`src/rtl/write_logic_header_pkg.sv`:
```
// Shared definitions for the header buffer write path: default geometry
// and the frame-writer state encoding.
package write_logic_header_pkg;

  localparam int unsigned CHAR_WIDTH_DEF = 9;
  localparam int unsigned LINE_WIDTH_DEF = 3;

  typedef enum logic [1:0] {
    ST_IDLE,
    ST_FILL,
    ST_DISCARD,
    ST_COMMIT
  } wr_state_t;

endpackage

```
`src/rtl/write_logic_header_if.sv`:
```
// 8-bit AXI-Stream byte channel feeding the header buffer writer.
interface write_logic_header_if;

  logic [7:0] s_tdata;
  logic       s_tvalid;
  logic       s_tlast;
  logic       s_tready;

  modport master (
    output s_tdata,
    output s_tvalid,
    output s_tlast,
    input  s_tready
  );

  modport slave (
    input  s_tdata,
    input  s_tvalid,
    input  s_tlast,
    output s_tready
  );

endinterface

```
`src/rtl/write_logic_header_counters.sv`:
```
// Char/line write pointers for the header buffer. A newline clears the char
// index and advances the line index, wrapping naturally at the last line.
module write_logic_counters
  import write_logic_header_pkg::*;
#(
  parameter int unsigned CHAR_WIDTH = CHAR_WIDTH_DEF,
  parameter int unsigned LINE_WIDTH = LINE_WIDTH_DEF
) (
  input  logic                  clk,
  input  logic                  rst_n,
  input  logic                  char_incr,
  input  logic                  newline,
  output logic [CHAR_WIDTH-1:0] char_ptr,
  output logic [LINE_WIDTH-1:0] line_ptr,
  output logic                  char_last
);

  assign char_last = (char_ptr == '1);

  // Pointer update; newline takes priority over a char increment.
  always_ff @(posedge clk or negedge rst_n) begin
    if (!rst_n) begin
      char_ptr <= '0;
      line_ptr <= '0;
    end else if (newline) begin
      char_ptr <= '0;
      line_ptr <= line_ptr + 1'b1;
    end else if (char_incr) begin
      char_ptr <= char_ptr + 1'b1;
    end
  end

endmodule

```
`src/rtl/write_logic_header.sv`:
```
// Header buffer write path: takes one AXI-Stream frame per line, writes it
// byte by byte, marks the last byte, and tracks committed line occupancy.
module write_logic_header
  import write_logic_header_pkg::*;
#(
  parameter int unsigned CHAR_WIDTH = CHAR_WIDTH_DEF,
  parameter int unsigned LINE_WIDTH = LINE_WIDTH_DEF
) (
  input  logic                           clk,
  input  logic                           rst,
  write_logic_header_if.slave            s,
  input  logic                           rd_newline,
  output logic                           we_rgs,
  output logic [LINE_WIDTH+CHAR_WIDTH:0] wr_ptr_rgs,
  output logic [7:0]                     tdata_rgs,
  output logic                           tlastarray_cs_rgs,
  output logic [LINE_WIDTH:0]            lines_used,
  output logic                           ovf_flag
);

  localparam logic [LINE_WIDTH:0] LINES_FULL = {1'b1, {LINE_WIDTH{1'b0}}};

  wr_state_t             state_q, state_d;
  logic [LINE_WIDTH:0]   lines_used_q, lines_used_d;
  logic                  ready_q, ready_d;
  logic                  accept;
  logic                  write;
  logic                  mark_last;
  logic                  char_incr;
  logic                  newline;
  logic                  commit;
  logic                  set_ovf;
  logic [CHAR_WIDTH-1:0] char_ptr;
  logic [LINE_WIDTH-1:0] line_ptr;
  logic                  char_last;

  assign s.s_tready = ready_q;
  assign lines_used = lines_used_q;
  assign accept     = s.s_tvalid && ready_q;

  write_logic_counters #(
    .CHAR_WIDTH (CHAR_WIDTH),
    .LINE_WIDTH (LINE_WIDTH)
  ) u_counters (
    .clk       (clk),
    .rst_n     (rst),
    .char_incr (char_incr),
    .newline   (newline),
    .char_ptr  (char_ptr),
    .line_ptr  (line_ptr),
    .char_last (char_last)
  );

  // Frame FSM next state, write decode and occupancy/ready look-ahead.
  always_comb begin
    state_d      = state_q;
    write        = 1'b0;
    mark_last    = 1'b0;
    char_incr    = 1'b0;
    newline      = 1'b0;
    commit       = 1'b0;
    set_ovf      = 1'b0;
    lines_used_d = lines_used_q;

    case (state_q)
      ST_IDLE: begin
        if (accept) begin
          write     = 1'b1;
          char_incr = 1'b1;
          if (s.s_tlast) begin
            mark_last = 1'b1;
            state_d   = ST_COMMIT;
          end else begin
            state_d   = ST_FILL;
          end
        end
      end
      ST_FILL: begin
        if (accept) begin
          write     = 1'b1;
          char_incr = 1'b1;
          if (s.s_tlast) begin
            mark_last = 1'b1;
            state_d   = ST_COMMIT;
          end else if (char_last) begin
            mark_last = 1'b1;
            set_ovf   = 1'b1;
            state_d   = ST_DISCARD;
          end
        end
      end
      ST_DISCARD: begin
        if (accept && s.s_tlast) begin
          state_d = ST_COMMIT;
        end
      end
      ST_COMMIT: begin
        newline = 1'b1;
        commit  = 1'b1;
        state_d = ST_IDLE;
      end
      default: begin
        state_d = ST_IDLE;
      end
    endcase

    case ({commit, rd_newline})
      2'b10:   lines_used_d = lines_used_q + 1'b1;
      2'b01:   if (lines_used_q != '0) lines_used_d = lines_used_q - 1'b1;
      default: lines_used_d = lines_used_q;
    endcase

    // Ready is registered, so it is computed from the state and occupancy
    // that will hold in the next cycle.
    if (state_d == ST_IDLE) begin
      ready_d = (lines_used_d < LINES_FULL);
    end else begin
      ready_d = (state_d != ST_COMMIT);
    end
  end

  // FSM state, ready, occupancy and sticky overflow registers.
  always_ff @(posedge clk or negedge rst) begin
    if (!rst) begin
      state_q      <= ST_IDLE;
      ready_q      <= 1'b0;
      lines_used_q <= '0;
      ovf_flag     <= 1'b0;
    end else begin
      state_q      <= state_d;
      ready_q      <= ready_d;
      lines_used_q <= lines_used_d;
      if (set_ovf) begin
        ovf_flag <= 1'b1;
      end
    end
  end

  // Registered buffer write port: one-cycle strobe per written byte.
  always_ff @(posedge clk or negedge rst) begin
    if (!rst) begin
      we_rgs            <= 1'b0;
      tlastarray_cs_rgs <= 1'b0;
      tdata_rgs         <= '0;
      wr_ptr_rgs        <= '0;
    end else begin
      we_rgs            <= write;
      tlastarray_cs_rgs <= write && mark_last;
      if (write) begin
        tdata_rgs  <= s.s_tdata;
        wr_ptr_rgs <= {1'b0, line_ptr, char_ptr};
      end
    end
  end

endmodule

```
`src/flat_wrapper.sv`:
```
// flat-port wrapper written by rule: the top's interface ports become plain ports
module write_logic_header_flat import write_logic_header_pkg::*;
#(
  parameter int unsigned CHAR_WIDTH = CHAR_WIDTH_DEF,
  parameter int unsigned LINE_WIDTH = LINE_WIDTH_DEF
)
  (clk, rst, rd_newline, we_rgs, wr_ptr_rgs, tdata_rgs, tlastarray_cs_rgs, lines_used, ovf_flag, s_s_tdata, s_s_tvalid, s_s_tlast, s_s_tready);
  write_logic_header_if s_i ();
  input  logic clk;
  input  logic rst;
  input  logic rd_newline;
  output logic we_rgs;
  output logic [LINE_WIDTH+CHAR_WIDTH:0] wr_ptr_rgs;
  output logic [7:0] tdata_rgs;
  output logic tlastarray_cs_rgs;
  output logic [LINE_WIDTH:0] lines_used;
  output logic ovf_flag;
  input wire logic [$bits(s_i.s_tdata)-1:0] s_s_tdata;
  input wire logic [$bits(s_i.s_tvalid)-1:0] s_s_tvalid;
  input wire logic [$bits(s_i.s_tlast)-1:0] s_s_tlast;
  output wire logic [$bits(s_i.s_tready)-1:0] s_s_tready;
  assign s_i.s_tdata = s_s_tdata;
  assign s_i.s_tvalid = s_s_tvalid;
  assign s_i.s_tlast = s_s_tlast;
  assign s_s_tready = s_i.s_tready;
  write_logic_header #(.CHAR_WIDTH(CHAR_WIDTH), .LINE_WIDTH(LINE_WIDTH)) u_core (.clk(clk), .rst(rst), .s(s_i), .rd_newline(rd_newline), .we_rgs(we_rgs), .wr_ptr_rgs(wr_ptr_rgs), .tdata_rgs(tdata_rgs), .tlastarray_cs_rgs(tlastarray_cs_rgs), .lines_used(lines_used), .ovf_flag(ovf_flag));
endmodule
```
`config.mk`:
```
export PLATFORM = sky130hd
export DESIGN_NAME = write_logic_header_flat
export DESIGN_NICKNAME = d
export VERILOG_FILES = /design/src/rtl/write_logic_header_pkg.sv /design/src/rtl/write_logic_header_if.sv /design/src/rtl/write_logic_header_counters.sv /design/src/rtl/write_logic_header.sv /design/src/flat_wrapper.sv
export SDC_FILE = /design/constraint.sdc
export NUM_CORES = 1
export LEC_CHECK = 0
export ABC_CLOCK_PERIOD_IN_PS = 2100
export CAP_MARGIN = 10
export CORE_MARGIN = 5
export CORE_UTILIZATION = 50
export CTS_CLUSTER_DIAMETER = 40
export CTS_CLUSTER_SIZE = 16
export DETAILED_ROUTE_END_ITERATION = 7
export HOLD_SLACK_MARGIN = 0.03
export PLACE_DENSITY = 0.9
export SETUP_SLACK_MARGIN = 0.02
export SLEW_MARGIN = 20
export SYNTH_ARGS = -nofsm -noshare
export SYNTH_HDL_FRONTEND = slang
export SYNTH_HIERARCHICAL = 1
export SYNTH_SLANG_ARGS = --single-unit
export TNS_END_PERCENT = 30
```
`constraint.sdc`:
```
create_clock -name clk -period 2.1 [get_ports clk]
set_input_delay 0.42 -clock clk [delete_from_list [all_inputs] [get_ports clk]]
set_output_delay 0.42 -clock clk [all_outputs]
set_load 0.01 [all_outputs]
```
Word level (Yosys, flattened, before mapping) --
Index checks and enable logic that the tools add are counted. Widths: inputs -> output; s select.
Cells by class: eq/ne operators 7, magnitude comparators 1, reductions and logical operators 8, mux-type cells 24, $add $sub $neg 4
Operator list (number):
- $mux 9 | 2
- $mux 1 | 12
- $mux 2 | 6
- $add 9x1->9 const B | 1
- $eq 9x9->1 const B | 1
- $pmux 2 s4 | 1
- $pmux 4 s2 | 1
- $eq 2x2->1 const B | 3
- $add 4x1->4 const B | 1
- $eq 2x1->1 const B | 2
- $logic_not 2->1 | 2
- $lt 4x4->1 const B | 1
- $mux 4 | 1
- $reduce_bool 4->1 | 1
- $sub 4x1->4 const B | 1
- $add 3x1->3 const B | 1
- $logic_and 1x1->1 | 3
- $ne 2x2->1 const B | 1
- $pmux 1 s2 | 1
- $reduce_bool 2->1 | 1
- $reduce_or 2->1 | 1
Storage, ports and cells: output and inout bits 29, bits in registers 42

Depth between registers and ports, before layout --
depth after elaboration 7, depth in mapped cells 8, mapped depth without buffers 7

Modules after synthesis --
Netlist, hierarchy kept.
By module, submodules not included:
- write_logic_header | seq. area each 750.7 sq um, cells an instance 148, area an instance 1347.5 sq um, times used 1
- write_logic_counters | seq. area each 300.3 sq um, cells an instance 54, area an instance 600.6 sq um, times used 1

Least setup slack after synthesis --
OpenSTA, ideal clock, no wires.
kind in2reg, start point input s_s_tvalid, end point register u_core.u_counters.char_ptr[5], slack 0.201 ns, path buffers 2, required time 1.972 ns, stages 8, arrival 1.771 ns, path through and2_1 -> nand2_1 -> inv_1 -> buf_2 -> buf_4 -> nor2_1 -> nor4b_2 -> mux2_1
On the way: cells in the longest elaborated chain, start to end 4
Ends and longest elaborated chain:
- start, declared | line flat_wrapper.sv:19 | input wire logic [$bits(s_i.s_tvalid)-1:0] s_s_tvalid;
- $logic_and 1x1->1 | line write_logic_header.sv:39 | assign accept = s.s_tvalid && ready_q;
- $mux 1 | line write_logic_header.sv:67, write_logic_header.sv:79
- $mux 1
- named net u_core.char_incr | line write_logic_header.sv:29 | logic char_incr;
- $reduce_bool 2->1 (no line)
- end signal, assigned | line write_logic_header_counters.sv:29 | char_ptr <= char_ptr + 1'b1;
- end, declared | line write_logic_header_counters.sv:13 | output logic [CHAR_WIDTH-1:0] char_ptr,
The timed path passes the listed nets, and every way through them passes these cells. A chain may end at the register's enable or synchronous reset.

Final worst setup path --
start point input s_s_tvalid, end point register u_core.u_counters.char_ptr[5]
On the way: cells in the longest elaborated chain, start to end 4
Ends and longest elaborated chain (line):
- $logic_and 1x1->1 | write_logic_header.sv:39
- $mux 1 | write_logic_header.sv:67, write_logic_header.sv:79
- $mux 1
- $reduce_bool 2->1 (no line)
Every way passes these cells.

==> impl_results.md <==
- Yosys cell types: between 40 and 50
- Drt drc: 0
- CTS tree: yes
- Initial DRC Count: ~120
- Vias in the first global route: about 1600
- Final #Nets: 268
- Pin count of the biggest net entering global routing: 23
- Vias: 1551
- RSZ-0062 raised after global routing: no
- Hold violation count in the final report: 0
- Ports: 42
- Longest Clk Path Bufs: 2
- Cell area power density: 1260 nW/um^2
- Routed Antenna Nets: 0
- Worst Path Required: about 2.3 ns
- WL/cell: 13.6 microns
- Pleak: about 1.2 nW
- Grt total ovfl: 0
- Worst Hold Class: in2async
- Final worst path period need: 1.88 ns
- Avg Synthesized Cell Area: about 9.6 sq um
- Die area: 5240 sq um
- Core Rows: 22
- Total CTS buffers: 5
- CP max FO: 4
- Fillcell total: 290
- Area added between synthesis and finish: 29.2%
- Starting Density: 52.4%
- RePlAce Congestion: 0.846
- Status: finished clean
- Cts hold-fix bufs: 0
- Critical path type: in2reg
- Sequential fraction of the synthesis area: 53.9%
- Skew final: roughly 0.0052 ns
- Proportion of layout cells with a drive suffix above 1: a little under a tenth
- Arrival @ worst endpoint: approximately 2.1 ns
- Seq cells post-synth: between 40 and 50
- Multi-input gate area: 832 sq um
- Storage cell area: 1050 sq um
- Reg clk slew, reported paths: 0.08 ns
- Syn. warnings: 6
- Post-route setup slack: 0.219 ns
- Root buf cell: clkbuf_8
- Final worst-path cycle share: 89.6%
- Post-Place Worst Slack: -0.0608 ns
- Drt pass-1 iters: 4
- # Max-Cap Violations: 0
- Cell Area, Synth: 1950 sq um
- # resized after CTS: 0
- Post-synth EDFFs: 0
- Main synth FF type: dfrtp_1
- Synth async-reset ratio: 100%
- Diodes inserted: 0
- Max-slew violations: 0
- Die Wd: 72.4 microns
- CORE AREA: 3720 sq um
- Total GRT Usage: 17.4%
- Util after Layout: 67.7%
- TNS Setup: 0 ns
- Vias per cell: approximately 5.2
- Clock sinks: between 40 and 50
- Worst-Skew Late Latency: 0.29 ns
- Critical path startpoint category: input port
- Setup bufs post-CTS: 0
- Post-Synthesis Cells: 202
- Port Buffers: 40
- Initial antenna violation count: 0
- H-tree depth: 2
- Critical Path Sink Type: register
- CP Launch Point: s_s_tvalid
- Syn_nets: 222
- Final HPWL DP: 2.94 mm
- Wirelength, routed: 4.03 mm
- Setup Viol. Count Final: 0
- Worst r2r src: u_core/state_q[0]$_DFF_PN0_
- First-pass GRT wire length: 7.11 mm
- Maximum VDD drop: approximately 0.80 mV
- Maximum operating frequency: 0.532 GHz
- Die height: 72.4 microns
==> synth_stat cells (2+ instances only) <==
master | n | area share (%)
nand3_1 | 3 | 0.77
nor3_1 | 2 | 0.51
buf_2 | 4 | 1.0
ha_1 | 7 | 4.5
or3_1 | 2 | 0.64
nor2b_1 | 4 | 1.3
nor2_1 | 13 | 2.5
a21o_1 | 3 | 1.2
xor2_1 | 4 | 1.8
dfrtp_1 | 42 | 54
inv_1 | 7 | 1.3
mux2i_1 | 2 | 1.0
o21ai_0 | 6 | 1.5
a211oi_1 | 2 | 0.77
a21oi_1 | 3 | 0.77
buf_4 | 2 | 0.77
xnor2_1 | 2 | 0.90
mux2_2 | 3 | 1.7
nand2_1 | 69 | 13
==> through the flow <==
| step | hold WS (ns) | instances | area (sq um) | power, mW |
|---|---|---|---|---|
| floorplan | 0.124 | 202 | 1950 | 1.97 |
| global placement | 0.392 | 289 | 2410 | 2.52 |
| detailed placement | 0.395 | 289 | 2410 | 2.57 |
| CTS | 0.0722 | 297 | 2520 | 3.20 |
| global route | 0.0888 | 297 | 2520 | 3.40 |
| finish | 0.0675 | 297 | 2520 | 3.16 |
==> cell type report <==
class	instances	area share, %
Sequential cell	42	41.8
Multi-Input combinational cell	146	33.1
Timing Repair Buffer	46	17.5
Clock buffer	7	3.03
Tap cell	48	2.39
Clock inverter	1	1.19
Inverter	7	1.04
==> kinds of logic after synthesis <==
kind of cell	after synthesis	share of synthesized area [%]
XOR/XNOR	6	2.70
AO/OA/AOI/OAI	22	7.58
other	1	0.192
adder cells (fa/ha/maj)	7	4.50
flip-flops	42	54.0
AND/OR/NAND/NOR	103	23.7
multiplexers	7	4.05
buffers and inverters	14	3.34
==> cell usage in the layout, fill, tap and decap left out, types with 2 or more instances in the layout <==
cell | netlist | layout
or3_1 | 2 | 2
a21oi_1 | 3 | 3
inv_1 | 7 | 7
nand3_1 | 3 | 3
xnor2_1 | 2 | 2
nor2_1 | 13 | 13
ha_1 | 7 | 7
a21o_1 | 3 | 3
clkdlybuf4s50_1 | 0 | 39
mux2i_1 | 2 | 2
xor2_1 | 4 | 4
nand2_1 | 69 | 69
clkbuf_8 | 0 | 5
nor2b_1 | 4 | 4
nor3_1 | 2 | 2
a211oi_1 | 2 | 2
mux2_2 | 3 | 3
o21ai_0 | 6 | 6
dfrtp_1 | 42 | 42
clkbuf_1 | 0 | 2
buf_4 | 2 | 6
==> per-layer routing <==
layer | vias to the layer above | global-route usage, % | wire length (microns)
met5 | - | 0 | 0
met4 | 0 | 8.20 | 64
met3 | 7 | 5.12 | 224
met2 | 36 | 29.7 | 1970
met1 | 759 | 20.0 | 1780
li1 | 749 | - | -
==> worst max-delay path, stage by stage <==
cell	delay, ns
clkdlybuf4s50_1	0.47
and2_1	0.21
nand2_1	0.12
inv_1	0.14
nor2_1	0.09
nor4b_2	0.27
mux2_1	0.34
==> state kept, by name (all words and copies together) (netlist names), named ones only <==
register,count
u_core/state_q,2
u_core/tlastarray_cs_rgs,1
u_core/wr_ptr_rgs,12
u_core/u_counters/line_ptr,3
u_core/s.s_tready,1
u_core/u_counters/char_ptr,9
u_core/ovf_flag,1
u_core/tdata_rgs,8
u_core/we_rgs,1
u_core/lines_used,3
==> final timing paths <==
| check | endpoint | slack [ns] | cells past startpoint |
|---|---|---|---|
| worst max-delay path | u_core/u_counters/char_ptr[5]$_DFFE_PN0P_ | 0.22 | 7 |
| worst min-delay path | u_core/wr_ptr_rgs[7]$_DFFE_PN0P_ | 0.07 | 1 |
| worst max register to register | u_core/s.s_tready$_DFF_PN0_ | 0.25 | 7 |
| worst min register to register | u_core/tdata_rgs[0]$_DFFE_PN0P_ | 0.47 | 2 |
| max in group asynchronous | u_core/tdata_rgs[6]$_DFFE_PN0P_ | 1.48 | 2 |
| min in group clk | u_core/tdata_rgs[0]$_DFFE_PN0P_ | 0.47 | 2 |
==> report_power, final <==
group,internal [mW],switching (mW),total (mW)
sequential,1.07,0.227,1.30
combinational,0.622,0.623,1.24
clock,0.356,0.263,0.618
(Power assumes the default switching activity.)
